## src/rtl/obc_chk_pkg.sv

```systemverilog
// Shared types for the OBC health checker: question width, sequencer states,
// LFSR taps and the {question, answer, timeout} record handed to the checker.
package obc_chk_pkg;

    localparam int Q_W = 4;

    // x^4 + x^3 + 1: feedback is q[3]^q[2], shifted in at the LSB
    localparam logic [Q_W-1:0] LFSR_TAPS = 4'b1100;

    typedef enum logic [2:0] {
        ST_IDLE,
        ST_SEND,
        ST_WAIT_ANS,
        ST_REPORT,
        ST_GAP
    } chal_state_t;

    typedef struct packed {
        logic [Q_W-1:0] question;
        logic [Q_W-1:0] answer;
        logic           timeout;
    } chk_rec_t;

    function automatic logic [Q_W-1:0] lfsr_next(input logic [Q_W-1:0] q);
        return {q[Q_W-2:0], ^(q & LFSR_TAPS)};
    endfunction

endpackage

```

## src/rtl/obc_challenge_sequencer_if.sv

```systemverilog
// Question channel to the OBC link, answer strobe back, and the record strobe
// to the checker. master = sequencer side.
interface obc_challenge_sequencer_if;
    import obc_chk_pkg::*;

    logic [Q_W-1:0] q_data;
    logic           q_valid;
    logic           q_ready;
    logic [Q_W-1:0] a_data;
    logic           a_valid;
    logic [Q_W-1:0] chk_question;
    logic [Q_W-1:0] chk_answer;
    logic           chk_timeout;
    logic           chk_valid;

    modport master (
        output q_data, q_valid, chk_question, chk_answer, chk_timeout, chk_valid,
        input  q_ready, a_data, a_valid
    );

    modport slave (
        input  q_data, q_valid, chk_question, chk_answer, chk_timeout, chk_valid,
        output q_ready, a_data, a_valid
    );

endinterface

```

## src/rtl/chal_lfsr.sv

```systemverilog
// Challenge generator: 4-bit Fibonacci LFSR, steps once per accepted question.
module chal_lfsr
    import obc_chk_pkg::*;
#(
    parameter logic [Q_W-1:0] SEED = 4'h9
) (
    input  logic           clk,
    input  logic           reset,
    input  logic           adv,
    output logic [Q_W-1:0] value
);

    always_ff @(posedge clk or posedge reset) begin
        if (reset)    value <= SEED;
        else if (adv) value <= lfsr_next(value);
    end

endmodule

```

## src/rtl/obc_challenge_sequencer.sv

```systemverilog
// Paced challenge/answer exchange with the OBC link; one record per challenge.
// Optional CHAL_STRAY_CNT_EN adds a saturating count of out-of-window answers.
module obc_challenge_sequencer
    import obc_chk_pkg::*;
#(
    parameter int              PERIOD_CYCLES  = 1000,
    parameter int              TIMEOUT_CYCLES = 500,
    parameter logic [Q_W-1:0]  LFSR_SEED      = 4'h9
) (
    input  logic clk,
    input  logic reset,
    input  logic enable,
    output logic busy,
`ifdef CHAL_STRAY_CNT_EN
    output logic [7:0] stray_cnt,
`endif
    obc_challenge_sequencer_if.master bus
);

    localparam int TO_W  = $clog2(TIMEOUT_CYCLES) + 1;
    localparam int GAP_W = $clog2(PERIOD_CYCLES) + 1;

    chal_state_t     state, state_nxt;
    logic [TO_W-1:0]  to_cnt;
    logic [GAP_W-1:0] gap_cnt;
    logic [Q_W-1:0]   lfsr;
    logic [Q_W-1:0]   q_hold;
    chk_rec_t         rec;
    logic             hs;
    logic             rec_load;

    chal_lfsr #(.SEED(LFSR_SEED)) u_lfsr (
        .clk   (clk),
        .reset (reset),
        .adv   (hs),
        .value (lfsr)
    );

    assign hs       = (state == ST_SEND) && bus.q_ready;
    assign rec_load = (state == ST_WAIT_ANS) && (state_nxt == ST_REPORT);

    always_ff @(posedge clk or posedge reset) begin
        if (reset) state <= ST_IDLE;
        else       state <= state_nxt;
    end

    always_comb begin
        state_nxt = state;
        case (state)
            ST_IDLE:     if (enable) state_nxt = ST_SEND;
            ST_SEND:     if (bus.q_ready) state_nxt = ST_WAIT_ANS;
            // an answer in the expiry cycle still counts as answered
            ST_WAIT_ANS: if (bus.a_valid || to_cnt == TO_W'(TIMEOUT_CYCLES))
                             state_nxt = ST_REPORT;
            ST_REPORT:   state_nxt = enable ? ST_GAP : ST_IDLE;
            ST_GAP: begin
                if (!enable)                                state_nxt = ST_IDLE;
                else if (gap_cnt == GAP_W'(PERIOD_CYCLES - 1)) state_nxt = ST_SEND;
            end
            default:     state_nxt = ST_IDLE;
        endcase
    end

    // to_cnt holds the WAIT_ANS cycle number (1..TIMEOUT_CYCLES); both counters
    // restart from zero on every entry so they never need to wrap.
    always_ff @(posedge clk or posedge reset) begin
        if (reset) begin
            to_cnt  <= '0;
            gap_cnt <= '0;
        end else begin
            if (hs)
                to_cnt <= TO_W'(1);
            else if (state == ST_WAIT_ANS && state_nxt == ST_WAIT_ANS)
                to_cnt <= to_cnt + 1'b1;
            else
                to_cnt <= '0;

            if (state == ST_GAP && state_nxt == ST_GAP)
                gap_cnt <= gap_cnt + 1'b1;
            else
                gap_cnt <= '0;
        end
    end

    always_ff @(posedge clk or posedge reset) begin
        if (reset) begin
            q_hold <= '0;
            rec    <= '0;
        end else begin
            if (hs) q_hold <= lfsr;
            if (rec_load) begin
                rec.question <= q_hold;
                rec.answer   <= bus.a_valid ? bus.a_data : '0;
                rec.timeout  <= !bus.a_valid;
            end
        end
    end

`ifdef CHAL_STRAY_CNT_EN
    always_ff @(posedge clk or posedge reset) begin
        if (reset)
            stray_cnt <= '0;
        else if (bus.a_valid && state != ST_WAIT_ANS && stray_cnt != 8'hFF)
            stray_cnt <= stray_cnt + 8'd1;
    end
`endif

    assign bus.q_valid      = (state == ST_SEND);
    assign bus.q_data       = lfsr;
    assign bus.chk_valid    = (state == ST_REPORT);
    assign bus.chk_question = rec.question;
    assign bus.chk_answer   = rec.answer;
    assign bus.chk_timeout  = rec.timeout;
    assign busy             = (state != ST_IDLE);

endmodule

```

## src/flat_wrapper.sv

```systemverilog
// flat-port wrapper written by rule: the top's interface ports become plain ports
module obc_challenge_sequencer_flat import obc_chk_pkg::*;
#(
    parameter int              PERIOD_CYCLES  = 1000,
    parameter int              TIMEOUT_CYCLES = 500,
    parameter logic [Q_W-1:0]  LFSR_SEED      = 4'h9
)
  (clk, reset, enable, busy, bus_q_data, bus_q_valid, bus_chk_question, bus_chk_answer, bus_chk_timeout, bus_chk_valid, bus_q_ready, bus_a_data, bus_a_valid);
  obc_challenge_sequencer_if bus_i ();
  input  logic clk;
  input  logic reset;
  input  logic enable;
  output logic busy;
  output wire logic [$bits(bus_i.q_data)-1:0] bus_q_data;
  output wire logic [$bits(bus_i.q_valid)-1:0] bus_q_valid;
  output wire logic [$bits(bus_i.chk_question)-1:0] bus_chk_question;
  output wire logic [$bits(bus_i.chk_answer)-1:0] bus_chk_answer;
  output wire logic [$bits(bus_i.chk_timeout)-1:0] bus_chk_timeout;
  output wire logic [$bits(bus_i.chk_valid)-1:0] bus_chk_valid;
  input wire logic [$bits(bus_i.q_ready)-1:0] bus_q_ready;
  input wire logic [$bits(bus_i.a_data)-1:0] bus_a_data;
  input wire logic [$bits(bus_i.a_valid)-1:0] bus_a_valid;
  assign bus_q_data = bus_i.q_data;
  assign bus_q_valid = bus_i.q_valid;
  assign bus_chk_question = bus_i.chk_question;
  assign bus_chk_answer = bus_i.chk_answer;
  assign bus_chk_timeout = bus_i.chk_timeout;
  assign bus_chk_valid = bus_i.chk_valid;
  assign bus_i.q_ready = bus_q_ready;
  assign bus_i.a_data = bus_a_data;
  assign bus_i.a_valid = bus_a_valid;
  obc_challenge_sequencer #(.PERIOD_CYCLES(PERIOD_CYCLES), .TIMEOUT_CYCLES(TIMEOUT_CYCLES), .LFSR_SEED(LFSR_SEED)) u_core (.clk(clk), .reset(reset), .enable(enable), .busy(busy), .bus(bus_i));
endmodule
```

## config.mk

```make
export PLATFORM = sky130hd
export DESIGN_NAME = obc_challenge_sequencer_flat
export DESIGN_NICKNAME = d
export VERILOG_FILES = /design/src/rtl/obc_chk_pkg.sv /design/src/rtl/obc_challenge_sequencer_if.sv /design/src/rtl/chal_lfsr.sv /design/src/rtl/obc_challenge_sequencer.sv /design/src/flat_wrapper.sv
export SDC_FILE = /design/constraint.sdc
export NUM_CORES = 1
export LEC_CHECK = 0
export ABC_AREA = 0
export CAP_MARGIN = 15
export CORE_MARGIN = 8
export CORE_UTILIZATION = 29
export DETAILED_ROUTE_END_ITERATION = 8
export HOLD_SLACK_MARGIN = 0.06
export MAX_ROUTING_LAYER = met4
export PLACE_DENSITY = 0.56
export SLEW_MARGIN = 10
export SYNTH_ARGS = -nofsm -noshare
export SYNTH_HDL_FRONTEND = slang
export SYNTH_SLANG_ARGS = --single-unit
```

## constraint.sdc

```tcl
create_clock -name clk -period 2.33 [get_ports clk]
set_input_delay 0.699 -clock clk [delete_from_list [all_inputs] [get_ports clk]]
set_output_delay 0.699 -clock clk [all_outputs]
set_load 0.01 [all_outputs]
```

==> impl_results.md <==
* Worst setup slack after layout at 0.106 ns
* Setup CP Type: register to primary output
* Ys async rst share at 100%
* Die H at 93.7 um
* DR WL/cell at 12.4 um
* Post-CTS sizing at 0
* FF+latch count, synth at 39
* Worst r2r dst: u_core.bus.chk_question[1]
* Clk pwr share at 26.2%
* Hold Crit Depth at 2
* Number of enable flip-flop cells after synthesis at 0
* FF+latch area at 981 um2
* P_leak at 0.921 nW
* Ys Warns at 0
* Gpl congestion at 0.692
* Ant diodes at 0
* Syn Nets at 172
* Die Span X at 93.7 um
* P_sw at 0.471 mW
* Clk slew on worst S/H paths at 0.07 ns
* Post-Route Setup TNS at 0 ns
* Pre-CTS setup slack at 0.270 ns
* # Post-CTS Setup Buffers at 0
* Maximum vdd ir drop at 0.000358 V
* Status: completed
* CP Max Fanout at 5
* Setup violations, final at 0
* Worst Reg2Reg Path Length in Cells at 6
* Routed vias/inst at 4.46
* GRT Residual Overflow at 0
* Avg Synthesized Cell Area at 10.9 um2
* Vias in the first global route at 1285
* CTS Buffer Depth at 2
* Period utilization at 95.5%
* Seq pwr share at 48.2%
* Total GRT Usage at 8.57%
* Design internal power at 1.18 mW
* Worst EP required at 1.63 ns
* Largest cells by area after synthesis: dfrtp_1 53%, xnor2_1 6.0%, nor2_1 5.4%
* Final hold vios at 0
* Yosys top cell by area: dfrtp_1
* Total Nets Final at 203
* Post-Route WL at 3300 um
* First-pass iteration count of the detailed router at 4
* Post-synth top area share at 52.9%
* DP HPWL at 2390 um
* Most instantiated library cell after synthesis: dfrtp_1
* Post-route ant nets at 0
* Drt initial violations at 42
* Finished Core Util at 37.3%
* Post-synthesis cell area at 1750 um2
* Die ar. at 8780 um2
* Largest net degree at the start of global routing at 40
* Min cycle time layout at 2.22 ns
* Measured slew at the worst slew-check pin at 0.402 ns
* Worst min path class: register to register
* Cell count after synthesis at 160
* Switching share of power at 28.5%
* Share of cells above drive strength 1 at 14.1%
* Worst-case clock skew at 0.00850 ns
* Post-synthesis sequential area ratio at 55.9%
* Row cnt at 28
* Cell area after layout at 2190 um2
* CTS root buf: clkbuf_8
* I/O pins at 25
* Commonest cells in the netlist: 37 x dfrtp_1, 25 x nor2_1, 16 x nand2_1, 12 x xnor2_1, 8 x inv_1
* Cts hold-fix bufs at 0
* Reg-to-reg slack, setup at 0.51 ns
* Multi-input logic area at 711 um2
* Unrepaired setup endpoints after global routing: false
* Area grow syn2layout at 25.2%
* Worst hold endpoint: u_core.q_hold[2]
* CTS Sinks at 39
* Initial antenna violation count at 0
* First-pass GRT wire length at 5840 um
* # H-tree levels at 2
* Relative slew slack at 72.8%
* MaxCap Viol Count at 0
* IO buf count at 24
* Predominant post-synthesis flop cell: dfrtp_1
* Hold Crit Start: u_core.q_hold[2]
* RR Startpoint: u_core.to_cnt[0]
* Pwr Density at 754 nW/um2
* CTS buffer count at 5
* Placed cell area at 2110 um2
* Arrival time worst endpoint at 1.53 ns
* Max-slew violation count at 0
* FILL cells at 584
* Critical path startpoint category: register
* FMAX at 450 MHz
* Vias post-DR at 1190
* Combinational share of power at 25.5%
* Core Area at 5890 um2
* Clock latency on the worst-skew pair at 0.29 ns
* CTS tree: done
* Initial core utilization at 29.8%
* DRC viols at 0
* Yosys cell types at 34
* Setup crit end kind: primary output
==> worst max-delay path, cell delays in order, from the launching register on <==
cell and delay, ns:
dfrtp_2 0.45, nor3b_2 0.21, clkdlybuf4s50_1 0.58
==> power groups by stage <==
| stage | registers (mW) | logic [mW] | clock network [mW] |
|---|---|---|---|
| 4_1_cts | 0.797 | 0.437 | 0.456 |
| 2_1_floorplan | 0.814 | 0.211 | 0 |
| 3_5_place_dp | 0.810 | 0.435 | 0 |
| 5_1_grt | 0.809 | 0.465 | 0.489 |
| 6_report | 0.798 | 0.422 | 0.434 |
| 3_3_place_gp | 0.809 | 0.439 | 0 |
==> logic make-up after synthesis <==
family	Yosys count	synth area share (%)
AOI/OAI and AO/OA	11	5.14
xor gates and xnor gates	18	9.00
adders and majority gates	3	2.14
buffers and inverters	14	3.57
DFF	39	55.9
muxes	7	4.50
and+or+nand+nor	68	19.8
==> final cells by class <==
type	instances	share of cell area, %
clock buffers	7	3.48
clock inverters	1	0.228
inverters	9	1.54
multi-input cells	107	32.4
flip-flops and latches	39	44.7
well taps	75	4.28
repair buffers	29	13.3
==> sequential cells by signal, indices dropped and copies added (netlist names) <==
name	count
u_core.bus.chk_answer	4
u_core.bus.chk_question	4
u_core.bus.chk_timeout	1
u_core.gap_cnt	11
u_core.q_hold	2
u_core.state	3
u_core.to_cnt	10
u_core.u_lfsr.value	4
==> worst max-delay path by stage <==
stage | startpoint | to | slack [ns] | cells after the start
finish | u_core.state[2] | bus_q_valid | 0.11 | 2
CTS | u_core.state[0] | busy | 0.03 | 2
detailed placement | bus_a_valid | u_core.bus.chk_question[1] | 0.27 | 3
global route | u_core.state[1] | bus_q_valid | 0.02 | 2
global placement | bus_a_valid | u_core.bus.chk_question[0] | 0.28 | 3
floorplan | u_core.to_cnt[0] | u_core.bus.chk_question[0] | 0.68 | 6
==> routing by layer <==
| metal | vias up | share of wire (%) | track usage, % |
|---|---|---|---|
| li1 | 599 | - | - |
| met1 | 573 | 46 | 9.48 |
| met2 | 13 | 49 | 13.7 |
| met3 | 5 | 3.6 | 2.08 |
| met4 | 0 | 1.9 | 5.15 |
| met5 | - | 0 | - |
==> cell usage in the layout (no fill, tap or decap), types with 2 or more instances in the layout <==
| master | Yosys | layout |
|---|---|---|
| ha_1 | 3 | 3 |
| and4_1 | 2 | 2 |
| xnor2_1 | 12 | 12 |
| o21ai_0 | 2 | 2 |
| nand4_1 | 4 | 4 |
| clkbuf_1 | 1 | 2 |
| clkdlybuf4s50_1 | 0 | 23 |
| buf_4 | 2 | 4 |
| nand2_1 | 16 | 16 |
| dfrtp_1 | 37 | 35 |
| nor3_1 | 3 | 3 |
| nor2_1 | 25 | 25 |
| a32o_1 | 4 | 4 |
| xor2_1 | 6 | 6 |
| or3_1 | 2 | 2 |
| dfstp_2 | 2 | 2 |
| mux2_2 | 7 | 7 |
| nand3_1 | 7 | 7 |
| dfrtp_2 | 0 | 2 |
| inv_1 | 8 | 8 |
| clkbuf_8 | 0 | 5 |
==> per-stage QoR <==
step	hold slack [ns]	power [mW]	instances
3_3_place_gp	0.465	1.25	259
3_5_place_dp	0.462	1.24	259
4_1_cts	0.481	1.69	267
5_1_grt	0.502	1.76	267
6_report	0.475	1.65	267
2_1_floorplan	0.443	1.02	160
Power figures use the tool's default switching activity.
